## src/rtl/data_mem_sram_responder_if.sv

```systemverilog
// MEM-stage data-memory request/response bundle between MEM_Stage (master)
// and the SRAM responder (slave).
interface data_mem_sram_responder_if;
    logic        MEM_R_EN;
    logic        MEM_W_EN;
    logic [31:0] Address;
    logic [31:0] ST_val;
    logic [31:0] MEM_read_value;
    logic        Ready;
    logic        Freeze;

    modport master (
        output MEM_R_EN, MEM_W_EN, Address, ST_val,
        input  MEM_read_value, Ready, Freeze
    );
    modport slave (
        input  MEM_R_EN, MEM_W_EN, Address, ST_val,
        output MEM_read_value, Ready, Freeze
    );
endinterface

```

## src/rtl/data_mem_sram_responder.sv

```systemverilog
// Word-wide MEM-stage data memory on a 16-bit external SRAM: two half-word
// accesses per word, pipeline frozen until done. Define MEM_ALIGN_CHECK_EN to
// reject misaligned addresses and expose the sticky Misaligned flag.
module data_mem_sram_responder #(
    parameter int unsigned BASE_ADDR   = 1024,
    parameter int unsigned SRAM_AW     = 18,
    parameter int unsigned WAIT_CYCLES = 1
) (
    input  logic                       clk,
    input  logic                       rst_n,
    data_mem_sram_responder_if.slave   mem,
    output logic [SRAM_AW-1:0]         SRAM_ADDR,
    output logic [15:0]                SRAM_WDATA,
    input  logic [15:0]                SRAM_RDATA,
    output logic                       SRAM_WE_N,
    output logic                       SRAM_OE_N
`ifdef MEM_ALIGN_CHECK_EN
    ,
    output logic                       Misaligned
`endif
);
    typedef enum logic [1:0] {IDLE, LO, HI, DONE} state_t;

    localparam logic [3:0] LAST = 4'(WAIT_CYCLES);

    state_t             state, state_nx;
    logic [3:0]         cnt, cnt_nx;
    logic               req, misal, phase_end;
    logic               is_wr, wr_sel, hi_nx, act_nx;
    logic [31:0]        offs, st_q, st_sel;
    logic [SRAM_AW-2:0] word_q, word_sel;
    logic [15:0]        rd_lo;
    logic [SRAM_AW-1:0] addr_nx;
    logic [15:0]        wdata_nx;
    logic               we_n_nx, oe_n_nx;
    logic               unused_offs;

    assign req       = mem.MEM_R_EN | mem.MEM_W_EN;
    assign offs      = mem.Address - 32'(BASE_ADDR);
    assign phase_end = (cnt == LAST);
    // word index wraps silently; byte lane bits and overflow are dropped
    assign unused_offs = ^{offs[31:SRAM_AW+1], offs[1:0]};
`ifdef MEM_ALIGN_CHECK_EN
    assign misal = (mem.Address[1:0] != 2'b00);
`else
    assign misal = 1'b0;
`endif

    always_ff @(posedge clk or negedge rst_n) begin
        if (!rst_n) begin
            state <= IDLE;
            cnt   <= '0;
        end else begin
            state <= state_nx;
            cnt   <= cnt_nx;
        end
    end

    always_comb begin
        state_nx = state;
        cnt_nx   = '0;
        case (state)
            IDLE: if (req) state_nx = misal ? DONE : LO;
            LO:   if (phase_end) state_nx = HI;   else cnt_nx = cnt + 4'd1;
            HI:   if (phase_end) state_nx = DONE; else cnt_nx = cnt + 4'd1;
            DONE: state_nx = IDLE;
            default: state_nx = IDLE;
        endcase
    end

    // SRAM pins are registered from the next state so they hold steady for a whole phase
    assign wr_sel   = (state == IDLE) ? mem.MEM_W_EN     : is_wr;
    assign word_sel = (state == IDLE) ? offs[SRAM_AW:2]  : word_q;
    assign st_sel   = (state == IDLE) ? mem.ST_val       : st_q;
    assign hi_nx    = (state_nx == HI);
    assign act_nx   = (state_nx == LO) || (state_nx == HI);

    always_comb begin
        addr_nx  = '0;
        wdata_nx = '0;
        we_n_nx  = 1'b1;
        oe_n_nx  = 1'b1;
        if (act_nx) begin
            addr_nx = {word_sel, hi_nx};
            we_n_nx = ~wr_sel;
            oe_n_nx = wr_sel;
            if (wr_sel) wdata_nx = hi_nx ? st_sel[31:16] : st_sel[15:0];
        end
    end

    always_ff @(posedge clk or negedge rst_n) begin
        if (!rst_n) begin
            is_wr              <= 1'b0;
            word_q             <= '0;
            st_q               <= '0;
            rd_lo              <= '0;
            mem.MEM_read_value <= '0;
            SRAM_ADDR          <= '0;
            SRAM_WDATA         <= '0;
            SRAM_WE_N          <= 1'b1;
            SRAM_OE_N          <= 1'b1;
`ifdef MEM_ALIGN_CHECK_EN
            Misaligned         <= 1'b0;
`endif
        end else begin
            SRAM_ADDR  <= addr_nx;
            SRAM_WDATA <= wdata_nx;
            SRAM_WE_N  <= we_n_nx;
            SRAM_OE_N  <= oe_n_nx;
            if (state == IDLE && req) begin
                is_wr  <= mem.MEM_W_EN;
                word_q <= word_sel;
                st_q   <= mem.ST_val;
            end
            if (state == LO && phase_end && !is_wr) rd_lo <= SRAM_RDATA;
            if (state == HI && phase_end && !is_wr) mem.MEM_read_value <= {SRAM_RDATA, rd_lo};
`ifdef MEM_ALIGN_CHECK_EN
            if (state == IDLE && req && misal) Misaligned <= 1'b1;
`endif
        end
    end

    assign mem.Ready  = (state == DONE);
    // gated by reset so the stall drops immediately when an access is abandoned
    assign mem.Freeze = rst_n & req & (state != DONE);
endmodule
```

## src/flat_wrapper.sv

```systemverilog
// flat-port wrapper written by rule: the top's interface ports become plain ports
module data_mem_sram_responder_flat 
#(
    parameter int unsigned BASE_ADDR   = 1024,
    parameter int unsigned SRAM_AW     = 18,
    parameter int unsigned WAIT_CYCLES = 1
)
  (clk, rst_n, SRAM_ADDR, SRAM_WDATA, SRAM_RDATA, SRAM_WE_N, SRAM_OE_N, mem_MEM_R_EN, mem_MEM_W_EN, mem_Address, mem_ST_val, mem_MEM_read_value, mem_Ready, mem_Freeze);
  data_mem_sram_responder_if mem_i ();
  input  logic clk;
  input  logic rst_n;
  output logic [SRAM_AW-1:0] SRAM_ADDR;
  output logic [15:0] SRAM_WDATA;
  input  logic [15:0] SRAM_RDATA;
  output logic SRAM_WE_N;
  output logic SRAM_OE_N;
  input wire logic [$bits(mem_i.MEM_R_EN)-1:0] mem_MEM_R_EN;
  input wire logic [$bits(mem_i.MEM_W_EN)-1:0] mem_MEM_W_EN;
  input wire logic [$bits(mem_i.Address)-1:0] mem_Address;
  input wire logic [$bits(mem_i.ST_val)-1:0] mem_ST_val;
  output wire logic [$bits(mem_i.MEM_read_value)-1:0] mem_MEM_read_value;
  output wire logic [$bits(mem_i.Ready)-1:0] mem_Ready;
  output wire logic [$bits(mem_i.Freeze)-1:0] mem_Freeze;
  assign mem_i.MEM_R_EN = mem_MEM_R_EN;
  assign mem_i.MEM_W_EN = mem_MEM_W_EN;
  assign mem_i.Address = mem_Address;
  assign mem_i.ST_val = mem_ST_val;
  assign mem_MEM_read_value = mem_i.MEM_read_value;
  assign mem_Ready = mem_i.Ready;
  assign mem_Freeze = mem_i.Freeze;
  data_mem_sram_responder #(.BASE_ADDR(BASE_ADDR), .SRAM_AW(SRAM_AW), .WAIT_CYCLES(WAIT_CYCLES)) u_core (.clk(clk), .rst_n(rst_n), .mem(mem_i), .SRAM_ADDR(SRAM_ADDR), .SRAM_WDATA(SRAM_WDATA), .SRAM_RDATA(SRAM_RDATA), .SRAM_WE_N(SRAM_WE_N), .SRAM_OE_N(SRAM_OE_N));
endmodule
```

## config.mk

```make
export PLATFORM = sky130hd
export DESIGN_NAME = data_mem_sram_responder_flat
export DESIGN_NICKNAME = d
export VERILOG_FILES = /design/src/rtl/data_mem_sram_responder_if.sv /design/src/rtl/data_mem_sram_responder.sv /design/src/flat_wrapper.sv
export SDC_FILE = /design/constraint.sdc
export NUM_CORES = 1
export LEC_CHECK = 0
export CAP_MARGIN = 20
export CORE_MARGIN = 2
export CORE_UTILIZATION = 35
export DETAILED_ROUTE_END_ITERATION = 10
export GPL_TIMING_DRIVEN = 0
export PLACE_DENSITY_LB_ADDON = 0.15
export SYNTH_ARGS = -nofsm -noshare
export SYNTH_HDL_FRONTEND = slang
export SYNTH_SLANG_ARGS = --single-unit
```

## constraint.sdc

```tcl
create_clock -name clk -period 3.6 [get_ports clk]
set_input_delay 0.72 -clock clk [delete_from_list [all_inputs] [get_ports clk]]
set_output_delay 0.72 -clock clk [all_outputs]
set_load 0.02 [all_outputs]
```

==> results of run 1 <==
metal layers:
metal / share of wire [%] / global-route usage, % / vias up
met5: 0 / 0 / -
met4: 1.8 / 6.45 / 0
met3: 5.1 / 4.48 / 15
met2: 47 / 25.2 / 99
met1: 46 / 20.6 / 1970
li1: - / - / 1919
cell usage after synthesis:
cell type / instances
mux4_2: 16
mux2_2: 48
or3_1: 3
o21ai_0: 7
o21a_1: 2
xor2_1: 1
a211oi_1: 2
mux2i_1: 11
nor2b_1: 16
or3b_1: 1
buf_2: 4
ha_1: 8
nor3b_1: 1
inv_1: 7
dfstp_2: 2
o31ai_1: 3
a311oi_1: 5
nand2_1: 129
buf_1: 3
a21oi_1: 2
clkbuf_1: 19
o211a_1: 1
and2_1: 1
nor2_1: 28
or4_1: 2
a22o_1: 1
a21o_1: 1
a31oi_1: 5
nand2b_1: 1
nand3_1: 1
or3b_2: 1
nor3_1: 1
nor4b_1: 1
or2_2: 1
or4_4: 1
dfrtp_1: 138
xnor2_1: 3
repair_timing:
action	CTS	global route
endpoints found under the setup margin	11	11
endpoints found under the hold margin	0	0
resized for setup	3	0
buffers inserted	0	0
worst max-delay path, cell delays in order (launching register included):
cell and delay (ns):
dfrtp_1 0.40, inv_1 0.11, ha_1 0.24, buf_2 0.32, clkbuf_2 0.30, nor3_1 0.09
nor2_1 0.10, o21a_1 0.14, ha_1 0.41, clkbuf_2 0.38, mux4_2 0.37, nor2b_1 0.15
per-stage QoR:
stage	utilization (%)	TNS, ns	cells
floorplan	-	0	477
finish	50.5	0	861
global placement	46.4	-542.85	831
CTS	50.6	0	864
detailed placement	46.6	-2.64	832
global route	50.5	0	861
registers in the layout, indices dropped and copies added, names as in the netlist, 2 cells and up:
signal,count
u_core.SRAM_ADDR,18
u_core.SRAM_WDATA,16
u_core.cnt,4
u_core.mem.MEM_read_value,32
u_core.rd_lo,16
u_core.st_q,32
u_core.state,2
u_core.word_q,17
final timing paths:
check	start	end	depth (start not counted)
setup / recovery	u_core.state[0]	u_core.SRAM_WDATA[14]	11
hold reg to reg	u_core.st_q[31]	u_core.st_q[31]	2
min in group clk	u_core.st_q[31]	u_core.st_q[31]	2
max in group asynchronous	rst_n	u_core.SRAM_WE_N	2
setup reg to reg	u_core.state[0]	u_core.SRAM_WDATA[14]	11
hold / removal	rst_n	u_core.mem.MEM_read_value[9]	1
report_power, final:
part / internal, mW / switching, mW / total [mW]
clock: 1.21 / 0.639 / 1.85
sequential: 2.31 / 0.328 / 2.64
combinational: 1.59 / 1.73 / 3.32
final cells by class:
class                   instances  share of cell area (%)
clock buffers                  21                    5.82
multi-input cells             304                    26.5
repair buffers                139                    17.4
clock inverters                11                    2.04
well taps                     216                    3.34
plain buffers                  23                    1.18
inverters                       7                   0.325
flip-flops and latches        140                    43.4
cells by family after synthesis:
| family | share of synthesized area (%) |
|---|---|
| xor+xnor | 0.607 |
| mux | 17.5 |
| buf+inv | 2.23 |
| fa+ha+maj | 1.73 |
| flops | 60.7 |
| compound gates | 3.44 |
| simple gates | 13.8 |
==> out/qor.csv, run 1 <==
stage,metric,value,unit
global_route,grt_pass1_vias,4207,
logic_synthesis,ys_top_cells_by_area,"dfrtp_1, mux2_2, nand2_1",
die,die_h,132,µm
clock_tree,cts.sinks,140,
run_status,outcome,completed,
sta,drv_slew,0,
setup_path,path_class,reg -> reg,
clock_tree,clockRootBuffer,clkbuf_16,
sta,fin_skew,0.00619,ns
logic_synthesis,yosys_register_bits,140,
power_and_ir_drop,leakage,3.60,nW
sta,max-slew-margin-rel,55.7,%
logic_synthesis,synth_area,0.00578,mm²
detailed_routing,post_drt_via_cell_ratio,4.65,
placement,hpwl,9400,µm
die,core,0.0160,mm²
final_layout,final_cell_mix,"dfrtp_1, clkdlybuf4s50_1, nand2_1",
sta,fin_ws,0.456,ns
global_route,grt_max_degree,74,
logic_synthesis,ys_warn_count,0,
detailed_routing,post_drt_wl_per_cell,15.4,µm
logic_synthesis,yosysTopAreaCellShare,59.8,%
flow_run,drv_cap,0,
placement,post_dp_cell_area,0.00746,mm²
final_layout,final_nets,724,
clock_tree,worstSkewPairLatency,0.41,ns
die,die_x,132,µm
detailed_routing,via_count,4003,
final_layout,final_common_cell,dfrtp_1,
setup_path,crit_arrival,3.44,ns
global_route,grt-ovfl-total,0,
placement,place.gp.congestion,0.752,
logic_synthesis,avgSynthCellArea,12.1,µm²
logic_synthesis,seq_area_frac_synth,60.7,%
setup_path,cp_max_fo,10,
hold_path,hold_class,in -> async,
sta,tightest_slew,0.664,ns
die,dieArea,0.0175,mm²
logic_synthesis,synth.largest_area_cell,dfrtp_1,
final_layout,layout-drive-gt1-share,16.9,%
global_route,antenna_found_initial,0,
clock_tree,clk_path_buf_depth,2,
clock_tree,cts_max_level,4,
setup_path,critPathLaunchType,flop,
logic_synthesis,synth_cell_type_count,37,
detailed_routing,drt-total-wl,13300,µm
global_route,grt_pass1_wl,21700,µm
detailed_routing,drcViolationCount,0,
final_layout,n_antenna_cell,0,
die,pin_count,154,
sta,final-hold-violation-count,0,
global_route,grt_usage,15.9,%
setup_path,crit_required,3.89,ns
clock_tree,cts_buffers,17,
final_layout,ff_latch_area,0.00351,mm²
sta,fin_crit,3.14,ns
sta,max_clock_freq,0.318,GHz
clock_tree,clk_pin_slew,0.06,ns
power_and_ir_drop,power.total,7.81,mW
final_layout,num-fill-cells,1435,
detailed_routing,drt_first_pass_iters,4,
final_layout,multi_input_area,0.00214,mm²
sta,whs,0.315,ns
logic_synthesis,synth_nets,569,
detailed_routing,ant_nets,0,
setup_path,reg2reg_slack,0.46,ns
clock_tree,cts_tree,built,
die,std_cell_rows,46,
power_and_ir_drop,power_density,966,mW/mm²
final_layout,design_area,0.00809,mm²
sta,setup_viol,0,
power_and_ir_drop,peakVddDrop,0.426,mV
placement,dp_slack,-0.274,ns
clock_tree,cts_hold_buf,0,
detailed_routing,initialDrtViolationCount,157,
setup_path,end_kind,flop,
sta,rsz0062_at_grt,false,
die,initial_core_util,36.1,%
logic_synthesis,syn_inst,477,
sta,period_share,87.3,%
final_layout,areaGrowthSynthToFinish,40.0,%
placement,io_buffers,138,
No activity file was read; power rests on OpenSTA's default activity.
==> run 2, diff against run 1 <==
--- a/config.mk
+++ b/config.mk
@@ -10,6 +10,7 @@
 export CORE_UTILIZATION = 35
 export DETAILED_ROUTE_END_ITERATION = 10
 export GPL_TIMING_DRIVEN = 0
+export MAX_ROUTING_LAYER = met4
 export PLACE_DENSITY_LB_ADDON = 0.15
 export SYNTH_ARGS = -nofsm -noshare
 export SYNTH_HDL_FRONTEND = slang
==> run 2 against run 1 <==
Die area is the same. Clock-buffer cell count unchanged. Critical path depth unchanged. Sequential power about the same. Critical endpoint unchanged. Design area is the same. Final cell count unchanged. Wire length hardly changed. Sequential share of layout area unchanged. Via count about the same. Combinational power barely moved.
==> out/qor.csv, run 2 (synthesis gave the netlist of run 1 again) <==
stage,metric,value,unit
run_status,outcome,completed,
hold_path,hold_class,in -> async,
final_layout,largestRegisters,"u_core.mem.MEM_read_value x32, u_core.st_q x32, u_core.SRAM_ADDR x18",
power_and_ir_drop,p_int,5.11,mW
placement,place.gp.congestion,0.762,
final_layout,design_area,0.00809,mm²
final_layout,final_cell_mix,"dfrtp_1, clkdlybuf4s50_1, nand2_1",
sta,fin_crit,3.17,ns
sta,final-hold-violation-count,0,
power_and_ir_drop,peakVddDrop,0.426,mV
clock_tree,worstSkewPairLatency,0.41,ns
final_layout,layout-drive-gt1-share,16.9,%
setup_path,worstRegToRegCells,11,
global_route,grt-ovfl-total,0,
sta,fin_ws,0.433,ns
power_and_ir_drop,power_density,966,mW/mm²
setup_path,cp_max_fo,10,
setup_path,crit_arrival,3.45,ns
final_layout,multi_input_area,0.00214,mm²
die,std_cell_rows,46,
power_and_ir_drop,power.share.clock,23.7,%
global_route,grt_pass1_vias,4188,
power_and_ir_drop,seqPwrFrac,33.8,%
clock_tree,clk_pin_slew,0.06,ns
clock_tree,clockRootBuffer,clkbuf_16,
placement,dp_slack,-0.274,ns
clock_tree,cts_buffers,17,
final_layout,final_common_cell,dfrtp_1,
setup_path,critPathLaunchType,flop,
detailed_routing,drcViolationCount,0,
detailed_routing,via_count,4007,
sta,tns,0,ns
setup_path,crit_required,3.89,ns
flow_run,drv_cap,0,
final_layout,n_antenna_cell,0,
setup_path,critical_path.cell_chain,inv_1 > ha_1 > buf_2 > clkbuf_2 > nor3_1 > nor2_1 > o21a_1 > ha_1 > clkbuf_2 > mux4_2 > nor2b_1,
power_and_ir_drop,leakage,3.60,nW
setup_path,crit_family,buffers and inverters,
detailed_routing,initialDrtViolationCount,160,
global_route,grt_max_degree,74,
clock_tree,clk_path_buf_depth,2,
sta,drv_slew,0,
final_layout,ff_latch_area,0.00351,mm²
setup_path,crit_buf_inv,4,
sta,whs,0.316,ns
placement,dp.cells,832,
detailed_routing,ant_nets,0,
sta,max-slew-margin-rel,55.7,%
global_route,antenna_found_initial,0,
detailed_routing,drt-total-wl,13300,µm
final_layout,final_util,50.5,%
die,die_h,132,µm
setup_path,crit_cells,11,
die,pin_count,154,
sta,fin_skew,0.00531,ns
sta,tightest_slew,0.664,ns
final_layout,final_nets,724,
die,initial_core_util,36.1,%
sta,period_share,88.0,%
detailed_routing,drt_first_pass_iters,4,
clock_tree,cts_max_level,4,
final_layout,areaGrowthSynthToFinish,40.0,%
die,dieArea,0.0175,mm²
global_route,grt_usage,16.3,%
power_and_ir_drop,swShare,34.5,%
clock_tree,cts.sinks,140,
placement,hpwl,9400,µm
placement,post_dp_cell_area,0.00746,mm²
sta,max_clock_freq,0.316,GHz
sta,rsz0062_at_grt,false,
setup_path,cpPeakStageDelay,0.41,ns
power_and_ir_drop,p_sw,2.70,mW
clock_tree,cts_setup_buffers,0,
sta,setup_viol,0,
placement,io_buffers,138,
die,core,0.0160,mm²
power_and_ir_drop,p_comb_share,42.5,%
detailed_routing,post_drt_via_cell_ratio,4.65,
setup_path,cp_slowest_cell,ha_1,
setup_path,end_kind,flop,
power_and_ir_drop,power.total,7.81,mW
die,die_x,132,µm
final_layout,stdcell_count,861,
clock_tree,cts_tree,built,
global_route,grt_pass1_wl,21700,µm
detailed_routing,post_drt_wl_per_cell,15.4,µm
setup_path,path_class,reg -> reg,
final_layout,num-fill-cells,1435,
==> run 2: cell counts in the layout (fill, tap and decap cells not counted) <==
No cell type changed its count.
==> run 2: path summary, 6_finish.rpt <==
kind,slack (ns),endpoint,from
max reg2reg,0.43,u_core.SRAM_WDATA[14],u_core.state[0]
max in group asynchronous,2.47,u_core.SRAM_WE_N,rst_n
min,0.32,u_core.mem.MEM_read_value[9],rst_n
min reg2reg,0.47,u_core.st_q[31],u_core.st_q[31]
max,0.43,u_core.SRAM_WDATA[14],u_core.state[0]
min in group clk,0.47,u_core.st_q[31],u_core.st_q[31]
==> run 2: power groups by stage <==
| stage | clock, mW | sequential, mW | combinational (mW) |
|---|---|---|---|
| final | 1.85 | 2.64 | 3.32 |
| after detailed placement | 0 | 2.66 | 3.38 |
| after global placement | 0 | 2.63 | 3.32 |
| after global routing | 1.96 | 2.73 | 3.66 |
| after CTS | 1.90 | 2.64 | 3.40 |
| after floorplan | 0 | 2.98 | 1.76 |
==> run 2: cell type report <==
cell class,count,area share (%)
Buffer,23,1.18
Clock buffer,21,5.82
Multi-Input combinational cell,304,26.5
Sequential cell,140,43.4
Tap cell,216,3.34
Inverter,7,0.325
Timing Repair Buffer,139,17.4
Clock inverter,11,2.04
==> run 2: timing repair <==
action                                  4_1_cts  5_1_grt
hold buffers                                  0        0
hold endpoints to repair                      0        0
endpoints found under the setup margin       11       11
gates resized for setup                       3        0
==> run 2: per-layer routing <==
metal  GRT usage (%)  part of all wire, %
met5               -                    0
met4            6.45                  1.9
met3            4.25                  4.9
met2            25.2                   47
met1            20.6                   46
==> run 3, diff against run 2 <==
==> constraint.sdc (replaced) <==
create_clock -name clk -period 2.64 [get_ports clk]
set_input_delay 0.528 -clock clk [delete_from_list [all_inputs] [get_ports clk]]
set_output_delay 0.528 -clock clk [all_outputs]
set_load 0.02 [all_outputs]
==> run 3 against run 2 <==
Critical path depth down 2. Sequential power up 36%. Design area rose by 2.0%. Wire length grew 5.0%. Sequential share of layout area is 0.84 points lower. Clock skew is 0.0027 ns higher. Global-route usage increased by 1.1 points. Via count is 3.7% higher. Flip-flop and latch count unchanged. Clock-buffer cell count shrank 1. Critical path type unchanged. Highest routed layer unchanged.
==> out/qor.csv, run 3 (synthesis gave the netlist of run 1 again) <==
stage,metric,value,unit
die,std_cell_rows,46,
setup_path,crit_cells,9,
setup_path,critical_path.cell_chain,inv_1 > ha_1 > or3b_2 > o211a_1 > a21o_1 > ha_4 > or2_4 > clkbuf_4 > nor2b_1,
clock_tree,clockRootBuffer,clkbuf_16,
detailed_routing,post_drt_via_cell_ratio,4.79,
power_and_ir_drop,p_comb_share,44.2,%
placement,hpwl,9340,µm
die,die_x,132,µm
setup_path,crit_arrival,2.86,ns
setup_path,cp_slowest_cell,or3b_2,
placement,place.gp.congestion,0.797,
detailed_routing,drt-total-wl,14000,µm
final_layout,areaGrowthSynthToFinish,42.7,%
sta,tightest_slew,0.714,ns
sta,final-hold-violation-count,0,
clock_tree,clk_pin_slew,0.06,ns
sta,whs,0.0795,ns
global_route,grt_pass1_wl,23000,µm
detailed_routing,top_layer,met4,
power_and_ir_drop,power_density,1310,mW/mm²
flow_run,drv_cap,0,
detailed_routing,via_count,4155,
die,initial_core_util,36.1,%
detailed_routing,ant_nets,0,
final_layout,layout-drive-gt1-share,18.4,%
sta,setup_viol,0,
die,core,0.0160,mm²
die,pin_count,154,
final_layout,n_antenna_cell,0,
detailed_routing,met2_wirelength,6580,µm
final_layout,final_nets,731,
setup_path,critPathLaunchType,flop,
clock_tree,cts_max_level,4,
placement,dp.cells,832,
sta,fin_crit,2.52,ns
clock_tree,clk_path_buf_depth,2,
clock_tree,worstSkewPairLatency,0.42,ns
power_and_ir_drop,peakVddDrop,0.593,mV
power_and_ir_drop,leakage,3.68,nW
sta,drv_slew,0,
setup_path,cpPeakStageDelay,0.50,ns
final_layout,final_util,51.5,%
placement,io_buffers,138,
power_and_ir_drop,power.total,10.8,mW
power_and_ir_drop,p_sw,3.81,mW
detailed_routing,initialDrtViolationCount,231,
placement,dp_slack,-0.631,ns
clock_tree,cts_buffers,17,
setup_path,worstRegToRegCells,9,
clock_tree,cts_tree,built,
setup_path,path_class,reg -> reg,
clock_tree,cts.sinks,140,
power_and_ir_drop,swShare,35.1,%
global_route,antenna_found_initial,0,
final_layout,final_common_cell,dfrtp_1,
setup_path,crit_family,simple AND/OR/NAND/NOR gates,
final_layout,stdcell_count,868,
global_route,grt_pass1_vias,4323,
final_layout,largestRegisters,"u_core.mem.MEM_read_value x32, u_core.st_q x32, u_core.SRAM_ADDR x18",
global_route,grt_usage,17.5,%
detailed_routing,post_drt_wl_per_cell,16.1,µm
detailed_routing,drt-met1-wl,6370,µm
detailed_routing,drcViolationCount,0,
sta,fin_skew,0.00805,ns
setup_path,crit_buf_inv,2,
sta,fin_ws,0.125,ns
detailed_routing,wl_met3,740,µm
sta,max-slew-margin-rel,52.4,%
setup_path,cp_max_fo,10,
setup_path,crit_required,2.99,ns
hold_path,hold_class,in -> async,
run_status,outcome,completed,
power_and_ir_drop,p_int,7.03,mW
detailed_routing,drt_first_pass_iters,5,
power_and_ir_drop,power.share.clock,22.6,%
sta,max_clock_freq,0.398,GHz
final_layout,final_cell_mix,"dfrtp_1, clkdlybuf4s50_1, nand2_1",
power_and_ir_drop,seqPwrFrac,33.2,%
global_route,grt_max_degree,38,
sta,period_share,95.3,%
die,die_h,132,µm
global_route,grt-ovfl-total,0,
setup_path,end_kind,flop,
die,dieArea,0.0175,mm²
## run 3: cell count changes in the layout (fill, tap and decap cells not counted), sizes merged, moves of 2 or more
cell    delta
inv        +4
clkbuf     -3
clkinv     -2
buf        +7
## run 3: worst paths after layout
path	from	to	slack (ns)
min in group clk	u_core.st_q[17]	u_core.st_q[17]	0.47
max	u_core.cnt[1]	u_core.SRAM_WDATA[10]	0.12
max in group asynchronous	rst_n	u_core.mem.MEM_read_value[10]	1.89
min	rst_n	u_core.SRAM_WE_N	0.08
max reg2reg	u_core.cnt[1]	u_core.SRAM_WDATA[10]	0.12
min reg2reg	u_core.st_q[17]	u_core.st_q[17]	0.47
## run 3: area by class of cell
cell class / count / area, µm²
Timing Repair Buffer: 147 / 1540
Clock buffer: 20 / 447
Multi-Input combinational cell: 304 / 2180
Sequential cell: 140 / 3510
Tap cell: 216 / 270
Fill cell: 1412 / 7750
Inverter: 7 / 26.3
Clock inverter: 12 / 160
Buffer: 22 / 119
## run 3: power by group through the flow
stage	Combinational, mW	Clock, mW	Sequential, mW
CTS	4.77	2.52	3.60
finish	4.79	2.45	3.59
global route	5.26	2.62	3.72
detailed placement	4.64	0	3.62
floorplan	2.44	0	4.06
global placement	4.56	0	3.59
## run 3: metal layers
layer	vias up	global-route usage, %
met5	-	-
met1	2086	22.6
met3	18	5.29
met2	117	26.1
li1	1934	-
met4	0	6.15
## run 3: per-stage QoR
stage	TNS [ns]	area (µm²)
after detailed placement	-11.89	7470
after floorplan	0	5790
after CTS	0	8190
after global routing	-0.00610	8250
final	0	8250
after global placement	-657.55	7440
## run 3: repair_timing
item,CTS,global route
pin swaps,1,1
hold buffers,3,0
setup endpoints to repair,29,12
gates cloned,1,0
gates resized for setup,11,7
endpoints found under the hold margin,5,0
buffers inserted,0,4
